<file path="config.mk">
export PLATFORM = sky130hd
export DESIGN_NAME = apb_master
export DESIGN_NICKNAME = d
export VERILOG_FILES = /design/src/rtl/apb_master.sv
export SDC_FILE = /design/constraint.sdc
export NUM_CORES = 1
export LEC_CHECK = 0
export BUFFER_PORTS_ARGS = -buffer_cell sky130_fd_sc_hd__buf_2
export CORE_MARGIN = 2
export CORE_UTILIZATION = 45
export CTS_BUF_LIST = sky130_fd_sc_hd__clkbuf_8
export DETAILED_ROUTE_END_ITERATION = 8
export PLACE_DENSITY = 0.75
export SYNTH_ARGS = -nofsm -noshare
export SYNTH_HDL_FRONTEND = slang
export SYNTH_SLANG_ARGS = --single-unit
</file>
<file path="constraint.sdc">
create_clock -name m_apb_pclk_i -period 1.8 [get_ports m_apb_pclk_i]
set_input_delay 0.09 -clock m_apb_pclk_i [delete_from_list [all_inputs] [get_ports m_apb_pclk_i]]
set_output_delay 0.09 -clock m_apb_pclk_i [all_outputs]
set_load 0.005 [all_outputs]
</file>
<file path="src/rtl/apb_master.sv">
// APB master: one command in, one response pulse out; response 3 cycles after accept plus slave wait states.
// Backpressure: cmd_ready_o is low from SETUP until the IDLE cycle that carries the response.
module apb_master #(
    parameter int unsigned TIMEOUT_CYCLES = 16
) (
    input  logic       m_apb_pclk_i,
    input  logic       m_apb_preset_i,
    input  logic       cmd_valid_i,
    output logic       cmd_ready_o,
    input  logic [7:0] cmd_addr_i,
    input  logic       cmd_write_i,
    input  logic [7:0] cmd_wdata_i,
    output logic       rsp_valid_o,
    output logic [7:0] rsp_rdata_o,
    output logic       rsp_err_o,
    output logic       m_apb_psel_o,
    output logic       m_apb_penable_o,
    output logic [7:0] m_apb_paddr_o,
    output logic       m_apb_pwrite_o,
    output logic [7:0] m_apb_pwdata_o,
    input  logic [7:0] m_apb_prdata_i,
    input  logic       m_apb_pready_i
);

    typedef enum logic [1:0] {
        IDLE   = 2'd0,
        SETUP  = 2'd1,
        ACCESS = 2'd2
    } state_t;

    // Counter value seen in the last ACCESS cycle allowed before abort.
    localparam logic [7:0] TMO_LAST = 8'(TIMEOUT_CYCLES - 1);

    state_t     state;
    state_t     state_nxt;
    logic [7:0] tmo_cnt;
    logic       tmo_hit;
    logic       done;
    logic       abort;

    always_comb begin
        state_nxt = state;
        done      = 1'b0;
        abort     = 1'b0;
        tmo_hit   = (TIMEOUT_CYCLES != 0) && (tmo_cnt == TMO_LAST);
        case (state)
            IDLE:   if (cmd_valid_i) state_nxt = SETUP;
            SETUP:  state_nxt = ACCESS;
            ACCESS: begin
                // A ready slave wins over a simultaneous timeout.
                if (m_apb_pready_i) begin
                    state_nxt = IDLE;
                    done      = 1'b1;
                end else if (tmo_hit) begin
                    state_nxt = IDLE;
                    abort     = 1'b1;
                end
            end
            default: state_nxt = IDLE;
        endcase
    end

    always_ff @(posedge m_apb_pclk_i) begin
        if (m_apb_preset_i) state <= IDLE;
        else                state <= state_nxt;
    end

    always_ff @(posedge m_apb_pclk_i) begin
        if (m_apb_preset_i) begin
            m_apb_paddr_o  <= 8'h00;
            m_apb_pwrite_o <= 1'b0;
            m_apb_pwdata_o <= 8'h00;
            rsp_valid_o    <= 1'b0;
            rsp_err_o      <= 1'b0;
            rsp_rdata_o    <= 8'h00;
            tmo_cnt        <= 8'h00;
        end else begin
            rsp_valid_o <= done || abort;
            rsp_err_o   <= abort;
            if (done || abort)
                rsp_rdata_o <= (done && !m_apb_pwrite_o) ? m_apb_prdata_i : 8'h00;
            if (state == IDLE && cmd_valid_i) begin
                m_apb_paddr_o  <= cmd_addr_i;
                m_apb_pwrite_o <= cmd_write_i;
                m_apb_pwdata_o <= cmd_wdata_i;
            end
            if (state == SETUP)
                tmo_cnt <= 8'h00;
            else if (state == ACCESS && !m_apb_pready_i)
                tmo_cnt <= tmo_cnt + 8'd1;
        end
    end

    assign cmd_ready_o     = (state == IDLE);
    assign m_apb_psel_o    = (state != IDLE);
    assign m_apb_penable_o = (state == ACCESS);

endmodule
</file>
==> results.py <==
metrics = {
    "outcome": {
        "status": "finished clean",
    },
    "worst_hold_path": {
        "worstHoldPathCells": 2,
        "min_path_type": "primary input to flop",
    },
    "global_route": {
        "antenna_found_initial": 0,
        "grt_max_degree": 25,
        "grt_pass1_wl_um": 4760,
        "groute.usage.overall_pct": 17.9,
        "gr-total-overflow": 0,
        "grt_pass1_vias": 1121,
    },
    "synth": {
        "synth_edf_count": 0,
        "synth.avg_cell_area_sq_um": 10.2,
        "synth_ff_type": "dfxtp_1",
        "yosys.cell_types.count": 31,
        "netlist_area_sq_mm": 0.00140,
        "ys_seq_area_share_pct": 52.9,
        "yosys_warnings": 0,
        "synth_fp_nets": 167,
        "synthArstFlopShare_pct": 0,
        "synthCells": 137,
        "synth_seq_cells": 37,
    },
    "cells_and_area": {
        "final_cell_mix": "58 x buf_2, 37 x dfxtp_1, 20 x nor2_1, 17 x mux2i_1, 9 x a21oi_1",
        "layout.cells.most_common": "buf_2",
        "nets": 232,
        "nFillCells": 267,
        "antennaDiodeCount": 0,
        "fin_area_sq_mm": 0.00186,
        "syn2layout_area_growth_pct": 32.6,
        "drive_gt1_share_pct": 38.1,
    },
    "floorplanning": {
        "die_area_sq_mm": 0.00358,
        "die_h_um": 59.8,
        "start_util_pct": 46.7,
        "io_pins": 59,
        "core_area_sq_mm": 0.00300,
        "num_rows": 20,
        "die_w_um": 59.8,
    },
    "worst_setup_path": {
        "worst_ep_required_time_ns": 2.02,
        "critPathMaxFanout": 13,
        "worstRegToRegCells": 3,
        "crit_path_start_kind": "flop",
        "endpoint_kind": "flop",
        "path_class": "flop to flop",
        "critical_path_arrival_ns": 1.72,
    },
    "clock_tree": {
        "clk_path_buf_depth": 2,
        "clockRootBuffer": "clkbuf_8",
        "numCtsBuffers": 5,
        "clk_pin_slew_worst_paths_ns": 0.07,
        "hold_buffers": 0,
        "cts_resized": 0,
        "clk_latency_ns": 0.28,
        "postCtsSetupBuffers": 0,
        "cts_tree": "yes",
        "htreeDepth": 2,
        "clock_sinks": 37,
    },
    "power": {
        "irDropWorstVdd_v": 0.000639,
        "p_per_area_mw_per_mm2": 929,
        "leakage_nw": 0.881,
    },
    "detailed_routing": {
        "first_iter_violations": 41,
        "routedWlPerCell_um": 12.4,
        "wl_um": 2910,
        "vias_per_cell": 5.17,
        "firstDrtPassIters": 4,
        "ant_nets": 0,
        "remaining_drc_errors": 0,
        "vias": 1214,
    },
    "flow_run": {
        "maxCapViolations": 0,
    },
    "timing": {
        "setup_tns_ns": 0,
        "rsz0062_at_grt": "no",
        "period_share_pct": 83.7,
        "slew_headroom_pct": 72.0,
        "setup_viol": 0,
        "timing.fmax_mhz": 664,
        "hold_viol": 0,
        "slew_viol_final": 0,
        "skew_ns": 0.00526,
        "worst_slew_pin_slew_ns": 0.419,
        "period_needed_ns": 1.51,
    },
    "placement": {
        "routabilityCongestion": 0.748,
        "placement.cell_area_sq_mm": 0.00175,
        "hpwl_um": 2200,
        "port_buffers": 58,
    },
}
## registers in the layout, summed over array words and instances, names as in the netlist
register / cells
m_apb_paddr_o: 8
m_apb_pwdata_o: 8
rsp_rdata_o: 8
tmo_cnt: 8
rsp_err_o: 1
state: 2
m_apb_pwrite_o: 1
rsp_valid_o: 1
## cell families (layout without fill, tap and decap cells)
| kind of cell | Yosys count | count (layout) | share of synthesized area (%) |
|---|---|---|---|
| XOR/XNOR | 1 | 1 | 0.625 |
| multiplexers | 17 | 17 | 12.1 |
| adder cells (fa/ha/maj) | 1 | 1 | 0.893 |
| AO/OA/AOI/OAI | 25 | 25 | 12.5 |
| buffers and inverters | 10 | 75 | 3.39 |
| AND/OR/NAND/NOR | 46 | 46 | 17.6 |
| flip-flops | 37 | 37 | 52.9 |
## Yosys cell counts (2+ instances only)
master	count	area [sq um]
mux2i_1	17	170
nand2b_1	2	12.5
buf_2	2	10.0
o31ai_1	3	22.5
inv_1	3	11.3
clkbuf_1	3	11.3
a21oi_1	9	45.0
or4_1	3	22.5
dfxtp_1	37	741
a22o_1	8	70.1
nand2_1	4	15.0
nand3_1	5	25.0
or3_1	2	12.5
o21ai_0	3	15.0
nor2_1	20	75.1
## report_power, final
group	switching [mW]	total (mW)	internal, mW
combinational	0.0875	0.184	0.0966
sequential	0.0173	0.870	0.852
clock	0.270	0.672	0.402
total	0.375	1.73	1.35
## worst paths after layout
| check | startpoint | to | slack (ns) |
|---|---|---|---|
| worst max-delay path | state[0] | tmo_cnt[7] | 0.29 |
| worst min-delay path | m_apb_prdata_i[7] | rsp_rdata_o[7] | 0.02 |
| worst max register to register | state[0] | tmo_cnt[7] | 0.29 |
| worst min register to register | rsp_rdata_o[7] | rsp_rdata_o[7] | 0.47 |
## worst max-delay path, stage by stage, from the launching register on
cell and delay [ns]:
dfxtp_1 0.31, or3b_4 0.46, or4_1 0.52, a21oi_1 0.15
## final cells by class
type / count / area (sq um) / share of cell area [%]
clock inverter: 2 / 35.0 / 1.89
inverter: 3 / 11.3 / 0.606
sequential: 37 / 741 / 39.9
timing repair buffer: 65 / 343 / 18.5
clock buffer: 5 / 68.8 / 3.70
multi-input combinational: 90 / 618 / 33.3
tap: 33 / 41.3 / 2.22
## through the flow
stage                     setup WS [ns]  total power, mW  util, %  std cells  hold slack [ns]
after floorplan                   0.323            0.984        -        137            0.162
after detailed placement          0.302             1.07     58.4        228            0.306
after global placement            0.348             1.06     58.4        228            0.305
after global routing              0.201             1.80     61.9        235           0.0146
after CTS                         0.290             1.74     61.9        235          0.00947
final                             0.293             1.73     61.9        235           0.0150
## routing by layer
| layer | global-route usage, % | wire length [um] | vias to the layer above |
|---|---|---|---|
| met5 | 0 | 0 | - |
| met4 | 6.67 | 29 | 0 |
| met3 | 7.36 | 228 | 4 |
| met2 | 28.9 | 1340 | 55 |
| met1 | 21.3 | 1300 | 542 |
| li1 | - | - | 613 |
No activity file was read; power rests on OpenSTA's default activity.
